File: src/rtl/ps2_kbd_ctrl_pkg.sv
// Shared constants and receiver state encoding for the PS/2 keyboard receiver.
package ps2_kbd_ctrl_pkg;

    localparam int unsigned KbWidth    = 8;
    localparam int unsigned FrameLen   = 11;
    localparam int unsigned DefTimeout = 20000;

    typedef enum logic [1:0] {
        RxIdle  = 2'd0,
        RxRecv  = 2'd1,
        RxCheck = 2'd2
    } rxState_t;

    // Odd parity across data plus parity bit, framed by start=0 and stop=1.
    function automatic logic frameValid(input logic [FrameLen-1:0] frame);
        return (frame[0] == 1'b0) && (frame[FrameLen-1] == 1'b1)
            && ((^frame[KbWidth:1] ^ frame[FrameLen-2]) == 1'b1);
    endfunction

endpackage

File: src/rtl/kbd_fifo.sv
// Parameterised synchronous FIFO; head is read combinationally, zero when empty.
module kbd_fifo #(
    parameter int unsigned WIDTH = 8,
    parameter int unsigned DEPTH = 8
) (
    input  logic             clk,
    input  logic             rst,
    input  logic             push,
    input  logic [WIDTH-1:0] pushData,
    input  logic             pop,
    output logic             full,
    output logic             empty,
    output logic [WIDTH-1:0] head
);

    localparam int unsigned AddrW = $clog2(DEPTH);
    localparam int unsigned PtrW  = AddrW + 1;

    logic [WIDTH-1:0] mem [DEPTH];
    logic [PtrW-1:0]  wrPtr;
    logic [PtrW-1:0]  rdPtr;
    logic             doPush;
    logic             doPop;

    // Extra pointer MSB distinguishes full from empty when addresses match.
    assign empty  = (wrPtr == rdPtr);
    assign full   = (wrPtr[AddrW] != rdPtr[AddrW])
                 && (wrPtr[AddrW-1:0] == rdPtr[AddrW-1:0]);
    assign doPop  = pop && !empty;
    assign doPush = push && (!full || doPop);
    assign head   = empty ? '0 : mem[rdPtr[AddrW-1:0]];

    always_ff @(posedge clk) begin
        if (rst) begin
            wrPtr <= '0;
            rdPtr <= '0;
            for (int i = 0; i < int'(DEPTH); i++) begin
                mem[i] <= '0;
            end
        end else begin
            if (doPush) begin
                mem[wrPtr[AddrW-1:0]] <= pushData;
                wrPtr                 <= wrPtr + PtrW'(1);
            end
            if (doPop) begin
                rdPtr <= rdPtr + PtrW'(1);
            end
        end
    end

endmodule

File: src/rtl/ps2_kbd_ctrl.sv
// PS/2 keyboard receiver: synchronises the pad lines, deframes 11-bit frames and queues good scancodes.
module ps2_kbd_ctrl
    import ps2_kbd_ctrl_pkg::*;
#(
    parameter int unsigned KB_WIDTH   = KbWidth,
    parameter int unsigned FIFO_DEPTH = 8,
    parameter int unsigned TIMEOUT    = DefTimeout
) (
    input  logic                clk,
    input  logic                rst,
    input  logic                ps2_clk,
    input  logic                ps2_data,
    input  logic                sig_rd_kb,
    output logic [KB_WIDTH-1:0] kb_rdata,
    output logic                kb_ready,
    output logic                overflow,
    output logic                frame_err
);

    localparam int unsigned FrmW = KB_WIDTH + 3;
    localparam int unsigned CntW = $clog2(FrmW);
    localparam int unsigned ToW  = $clog2(TIMEOUT);

    logic [1:0]      clkSync;
    logic [1:0]      dataSync;
    logic            prevClk;
    logic            syncClk;
    logic            syncData;
    logic            fall;

    rxState_t        state;
    rxState_t        stateNext;
    logic [CntW-1:0] cnt;
    logic [CntW-1:0] cntNext;
    logic [ToW-1:0]  toCnt;
    logic [ToW-1:0]  toCntNext;
    logic [FrmW-2:0] frame;
    logic [FrmW-2:0] frameNext;
    logic [FrmW-1:0] shifted;
    logic            frameOk;
    logic            frameOkNext;
    logic            frameErrNext;

    logic            fifoPush;
    logic            fifoFull;
    logic            fifoEmpty;

    assign syncClk  = clkSync[1];
    assign syncData = dataSync[1];
    assign fall     = prevClk && !syncClk;
    // Frame register holds the previous samples; the newest bit enters at the top.
    assign shifted  = {syncData, frame};

    always_ff @(posedge clk) begin
        if (rst) begin
            clkSync  <= 2'b11;
            dataSync <= 2'b11;
            prevClk  <= 1'b1;
        end else begin
            clkSync  <= {clkSync[0], ps2_clk};
            dataSync <= {dataSync[0], ps2_data};
            prevClk  <= syncClk;
        end
    end

    always_ff @(posedge clk) begin
        if (rst) begin
            state     <= RxIdle;
            cnt       <= '0;
            toCnt     <= '0;
            frame     <= '0;
            frameOk   <= 1'b0;
            frame_err <= 1'b0;
        end else begin
            state     <= stateNext;
            cnt       <= cntNext;
            toCnt     <= toCntNext;
            frame     <= frameNext;
            frameOk   <= frameOkNext;
            frame_err <= frameErrNext;
        end
    end

    // Validity is resolved on the stop-bit edge so frame_err lands in the CHECK cycle.
    always_comb begin
        stateNext    = state;
        cntNext      = cnt;
        toCntNext    = toCnt;
        frameNext    = frame;
        frameOkNext  = 1'b0;
        frameErrNext = 1'b0;
        case (state)
            RxIdle: begin
                toCntNext = '0;
                if (fall && !syncData) begin
                    frameNext = shifted[FrmW-1:1];
                    cntNext   = CntW'(1);
                    stateNext = RxRecv;
                end
            end
            RxRecv: begin
                if (fall) begin
                    frameNext = shifted[FrmW-1:1];
                    toCntNext = '0;
                    if (cnt == CntW'(FrmW - 1)) begin
                        cntNext      = '0;
                        stateNext    = RxCheck;
                        frameOkNext  = frameValid(shifted);
                        frameErrNext = !frameValid(shifted);
                    end else begin
                        cntNext = cnt + CntW'(1);
                    end
                end else if (toCnt == ToW'(TIMEOUT - 1)) begin
                    cntNext      = '0;
                    toCntNext    = '0;
                    stateNext    = RxIdle;
                    frameErrNext = 1'b1;
                end else begin
                    toCntNext = toCnt + ToW'(1);
                end
            end
            RxCheck: begin
                stateNext = RxIdle;
            end
            default: begin
                stateNext = RxIdle;
                cntNext   = '0;
                toCntNext = '0;
            end
        endcase
    end

    assign fifoPush = (state == RxCheck) && frameOk;
    assign kb_ready = !fifoEmpty;

    // A push into a full FIFO survives only if a pop frees a slot in the same cycle.
    always_ff @(posedge clk) begin
        if (rst) begin
            overflow <= 1'b0;
        end else if (fifoPush && fifoFull && !(sig_rd_kb && !fifoEmpty)) begin
            overflow <= 1'b1;
        end
    end

    kbd_fifo #(
        .WIDTH (KB_WIDTH),
        .DEPTH (FIFO_DEPTH)
    ) uFifo (
        .clk      (clk),
        .rst      (rst),
        .push     (fifoPush),
        .pushData (shifted[KB_WIDTH:1] & '0 | frame[KB_WIDTH-1:0]),
        .pop      (sig_rd_kb),
        .full     (fifoFull),
        .empty    (fifoEmpty),
        .head     (kb_rdata)
    );

endmodule

File: config.mk
export PLATFORM = sky130hd
export DESIGN_NAME = ps2_kbd_ctrl
export DESIGN_NICKNAME = d
export VERILOG_FILES = /design/src/rtl/ps2_kbd_ctrl_pkg.sv /design/src/rtl/kbd_fifo.sv /design/src/rtl/ps2_kbd_ctrl.sv
export SDC_FILE = /design/constraint.sdc
export NUM_CORES = 1
export LEC_CHECK = 0
export BUFFER_PORTS_ARGS = -buffer_cell sky130_fd_sc_hd__buf_2
export CELL_PAD_IN_SITES_DETAIL_PLACEMENT = 1
export CELL_PAD_IN_SITES_GLOBAL_PLACEMENT = 2
export CORE_ASPECT_RATIO = 0.7
export CORE_MARGIN = 2
export CORE_UTILIZATION = 46
export DETAILED_ROUTE_END_ITERATION = 8
export PLACE_DENSITY = 0.85
export SKIP_LAST_GASP = 1
export SYNTH_ARGS = -nofsm -noshare
export SYNTH_HDL_FRONTEND = slang
export SYNTH_SLANG_ARGS = --single-unit
File: constraint.sdc
create_clock -name clk -period 5 [get_ports clk]
set_input_delay 0.75 -clock clk [delete_from_list [all_inputs] [get_ports clk]]
set_output_delay 0.75 -clock clk [all_outputs]
set_load 0.005 [all_outputs]
== Word-level counts from Yosys, hierarchy flattened ==
Memory sizes are Yosys's and may differ from the RTL's. A register that Yosys moved wholly into a read port is not among the register bits.
Cells that the tools add are included.

* Eq/ne operators: 11
* Divide/modulo/power cells: 0
* Shift-type cells: 0
* Bitwise logic cells: 6
* Add/subtract/negate cells: 4
* Reductions and logical operators: 26
* Multipliers: 0
* Muxes and demuxes: 30
* Order comparisons: 0

{| class="wikitable"
|+ Operator list
! cell !! number
|-
| 15-bit two-way mux || 2
|-
| 15-bit one-hot mux with 2 select lines || 1
|-
| 10-bit two-way mux || 2
|-
| 10-bit one-hot mux with 2 select lines || 1
|-
| 4-bit two-way mux || 4
|-
| 8-bit two-way mux || 2
|-
| 15-bit by 1-bit adder with 15-bit output (second input constant) || 1
|-
| 15-bit equality test (second input constant) || 1
|-
| 4-bit by 1-bit adder with 4-bit output (second input constant) || 3
|-
| 4-bit one-hot mux with 3 select lines || 1
|-
| 1-bit logical AND || 10
|-
| 1-bit two-way mux || 9
|-
| 3-bit two-way mux || 3
|-
| 3-bit AND reduction || 3
|-
| 2-bit two-way mux || 4
|-
| 8-bit OR reduction || 1
|-
| 8-bit XOR reduction || 1
|-
| 1-bit zero test || 6
|-
| 3-bit inequality test (second input constant) || 2
|-
| 1-bit NOT || 5
|-
| 4-bit equality test || 1
|-
| 4-bit equality test (second input constant) || 1
|-
| 2-bit inequality test (second input constant) || 2
|-
| 2-bit one-hot mux with 2 select lines || 1
|-
| 10 further kinds || 10
|}

* RAM bits: 64
* Output and inout bits: 11
* Bits in read-only memories: 0
* Register bits: 47
* Word-level logic and storage cells: 90
* Input bits: 5
* Bits in latches: 0
* Memories kept: 1

{| class="wikitable"
|+ Memories
! memory !! depth !! bits a word !! rd ports !! clocked after Yosys merged registers in !! wr ports !! RTL line !! RTL
|-
| uFifo.mem || 8 || 8 || 1 || 1 || 8 || kbd_fifo.sv:19 || <nowiki>logic [WIDTH-1:0] mem [DEPTH];</nowiki>
|}

== Longest topological paths before layout ==
* Word-level depth: 10
* Depth in mapped cells: 10

== Cells and area by module ==
Synthesis repeated with hierarchy kept, for this count alone.

* Cell total of the unflattened synthesis: 490
* Area total of the unflattened synthesis: 5454.0 um2

{| class="wikitable"
|+ By module, submodules not included
! module !! cells an instance !! instances !! area each (um2)
|-
| kbd_fifo || 278 || 1 || 3572.2
|-
| ps2_kbd_ctrl || 212 || 1 || 1881.8
|}

== Worst setup path after synthesis ==
Ideal clock, no wire load.

* Path kind: input port to flip-flop
* Start: input rst
* End: memory uFifo.mem[5][0] (enable)
* Setup slack: 2.588 ns
* Arrival: 2.037 ns
* Buffers on the path: 3
* Stages on the path: 4
* Cells stage by stage: clkbuf_1 clkbuf_1 clkbuf_1 o21bai_1

{| class="wikitable"
|+ RTL lines
! what !! RTL line !! RTL
|-
| start, declared || ps2_kbd_ctrl.sv:10 || <nowiki>input logic rst,</nowiki>
|-
| end, declared || kbd_fifo.sv:19 ||
|}

== Worst setup path after layout ==
* Start: register uFifo.wrPtr[0]
* End: output kb_ready

* Word-level cells in the longest chain between the ends: 2

{| class="wikitable"
|+ RTL lines
! what !! RTL line !! RTL
|-
| start, declared || kbd_fifo.sv:20 || <nowiki>logic [PtrW-1:0] wrPtr;</nowiki>
|-
| start signal, assigned || kbd_fifo.sv:43 || <nowiki>wrPtr <= wrPtr + PtrW'(1);</nowiki>
|-
| 4-bit equality test || kbd_fifo.sv:26 || <nowiki>assign empty = (wrPtr == rdPtr);</nowiki>
|-
| 1-bit zero test || ps2_kbd_ctrl.sv:134 || <nowiki>assign kb_ready = !fifoEmpty;</nowiki>
|-
| end, declared || ps2_kbd_ctrl.sv:15 || <nowiki>output logic kb_ready,</nowiki>
|}

No other way between the ends.

==> impl_metrics.toml <==
[timing]
fmax_mhz = 297
final_max_slew_viol_count = 0
slew_headroom_pct = 30.9
hold_viol = 0
grt_setup_unrepaired = "no"
period_minus_slack_ps = 3370
finalSetupViolations = 0
tightest_slew_ps = 1030
holdWs_ps = 411
finClkSkew_ps = 9.29
finalCritPeriodShare_pct = 67.4
tns_ps = 0

[worst_setup_path]
regToRegSetupSlack_ps = 1910
worstPathCellList = "xnor2_1 > and3_1 > and2_1 > inv_1 > buf_2"
reg2reg_to = "uFifo.mem[5][4]$_SDFFCE_PN0P_"
worstPathMaxFanout = 19
crit_path_max_incr_delay_ps = 970
startpoint = "uFifo.wrPtr[0]$_SDFFE_PP0P_"
ff2ff_path_depth = 5
rr_startpoint = "uFifo.wrPtr[0]$_SDFFE_PP0P_"
cp.arrival_ps = 2620
cp-start-kind = "flip-flop"
critical-path-top-delay-family = "flip-flops"
crit_type = "flip-flop to output pin"
endpoint_kind = "output pin"
cp.required_ps = 4250
critPathSlowestCell = "dfxtp_1"
crit_buf_inv = 2

[pwr]
leakagePower_nw = 2.10
p_per_area_nw_per_um2 = 376
peakVddDrop_mv = 0.280

[clock_network]
cts_buffer_depth = 2
post_cts_resized = 0
cts_buffers = 17
h-tree-depth = 4
cts_tree = "built"
worstSkewPairLatency_ps = 410
cts_setup_buffers = 0
cts_hold_buf = 0
clock-sinks = 114
cts_root_buf = "clkbuf_16"
clkSlewWorstSetupHoldPaths_ps = 60

[floorplan]
die_w_um = 132
die_area_um2 = 12300
die-height_um = 93.4
num_rows = 32
start_util_pct = 47.5
core-area_um2 = 11100
io_pins = 16

[worst_hold_path]
hold_path_depth = 1
hold_end = "clkSync[1]$_SDFF_PP1_"
hold_class = "flip-flop to flip-flop"
hp-start = "clkSync[0]$_SDFF_PP1_"

[grt]
gr-total-overflow = 0
antenna_found_initial = 0
grt_max_degree = 34
grt_pass1_vias = 3557
grt_pass1_wl_mm = 20.9
track_usage_pct = 23.1

[synthesis]
yosysSeqAreaShare_pct = 55.7
synth_cell_types = 50
synth.ff_latch_count = 114
synth_nets = 458
syn_inst = 448
yosysTopAreaCell = "edfxtp_1"
yosysTopAreaCellShare_pct = 36.6
yosys_warnings = 0
syn_area_per_cell_um2 = 11.7
syn-cell-area_um2 = 5250
ys_top_cells_by_area = "edfxtp_1, dfxtp_1, mux4_2"

[detailed_routing]
vias = 3585
first_pass_iters = 6
wl_per_cell_um = 21.1
drc = 0
routed_wl_mm = 13.2
drtAntennaViolNets = 0
drt_iter0_drc = 328
viasPerCell = 5.71

[finish]
finalNetCount = 473
fillers = 1176
n_antenna_cell = 0
layout-drive-gt1-share_pct = 16.8
syn_to_final_growth_pct = 14.4

[placement]
place.port_buffers = 15
hpwl_mm = 8.73
gp_congestion = 0.834

[run_status]
status = "completed"

[flow_run]
drv_cap = 0
## cell usage after synthesis, drive strengths merged
master  count
nor2       81
edfxtp     64
dfxtp      50
and2       36
nand2      27
mux2i      17
mux4       16
a21oi      14
xnor2      14
nand3      13
clkbuf     11
buf        10
xor2       10
nand2b      8
or2         7
nor3        6
ha          5
inv         5
nor4        5
o21ai       5
and3        4
a21o        3
a311oi      3
nand4       3
nor2b       3
o21bai      3
or3         3
a211o       2
a211oi      2
a22oi       2
a31o        2
and4        2
o31ai       2
or4b        2
a31oi       1
a41oi       1
nand3b      1
nor4b       1
nor4bb      1
o21a        1
or4         1
xnor3       1
## flip-flops by register name, indices dropped and copies added (netlist names), 4 cells and up, named ones only
name         flops
cnt              4
frame           10
toCnt           15
uFifo.mem       64
uFifo.rdPtr      4
uFifo.wrPtr      4
## metal layers
layer,vias up,share of wire (%),track usage [%]
li1,1621,-,-
met1,1819,48,33.5
met2,134,44,33.9
met3,11,7.1,5.75
met4,0,0.82,8.06
met5,-,0,0
## layout by cell type (no fill, tap or decap), drive strengths merged, types with 4 or more instances in the layout
cell type   n
nor3        6
xor2       10
and2       36
clkbuf     18
mux4       16
or2         7
ha          5
nor4        5
edfxtp     64
dfxtp      50
clkinv      8
o21ai       5
and3        4
inv         5
a21oi      14
nand3      13
nor2       81
xnor2      14
mux2i      17
nand2      27
buf        17
nand2b      8
## through the flow
stage / setup slack [ps] / cell area [um^2] / utilization [%] / power (mW) / std cells
finish: 1630 / 6000 / 54.3 / 2.25 / 628
global route: 1460 / 6000 / 54.3 / 2.31 / 628
CTS: 1590 / 6000 / 54.3 / 2.27 / 628
detailed placement: 1990 / 5430 / 49.1 / 1.08 / 597
global placement: 1970 / 5430 / 49.1 / 1.08 / 597
floorplan: 2590 / 5250 / - / 1.06 / 448
## worst reg2reg max path: stages (launching register included)
cell and delay (ps):
dfxtp_1 970, xnor2_1 140, and3_1 270, a21oi_1 350, nand2_1 140, o21bai_1 830
## worst max path at each step
stage	end	slack [ps]	cells after the start
after detailed placement	uFifo.mem[5][5]$_SDFFCE_PN0P_	1990	5
after global routing	kb_ready	1460	5
after CTS	kb_ready	1590	5
after global placement	uFifo.mem[5][3]$_SDFFCE_PN0P_	1970	5
final	kb_ready	1630	5
after floorplan	uFifo.mem[5][0]$_SDFFCE_PN0P_	2590	4
## report_power, final
part | total, mW | switching, mW | internal, mW
Combinational | 0.0391 | 0.0254 | 0.0137
Clock | 1.19 | 0.423 | 0.770
Sequential | 1.02 | 0.0134 | 1.01
## cell families after synthesis
group / count (synthesis) / share of synthesized area [%]
adder cells (fa/ha/maj): 5 / 1.19
buffers and inverters: 26 / 2.29
AND/OR/NAND/NOR: 204 / 20.7
multiplexers: 33 / 10.1
XOR/XNOR: 25 / 4.43
AO/OA/AOI/OAI: 41 / 5.55
flip-flops: 114 / 55.7
## area by class of cell
class	instances	area (um^2)	area share (%)
Clock inverter	13	144	2.40
Inverter	5	18.8	0.313
Clock buffer	18	429	7.15
Timing Repair Buffer	17	90.1	1.50
Sequential cell	114	2920	48.7
Tap cell	153	191	3.19
Multi-Input combinational cell	308	2210	36.8
Power figures use the tool's default switching activity.
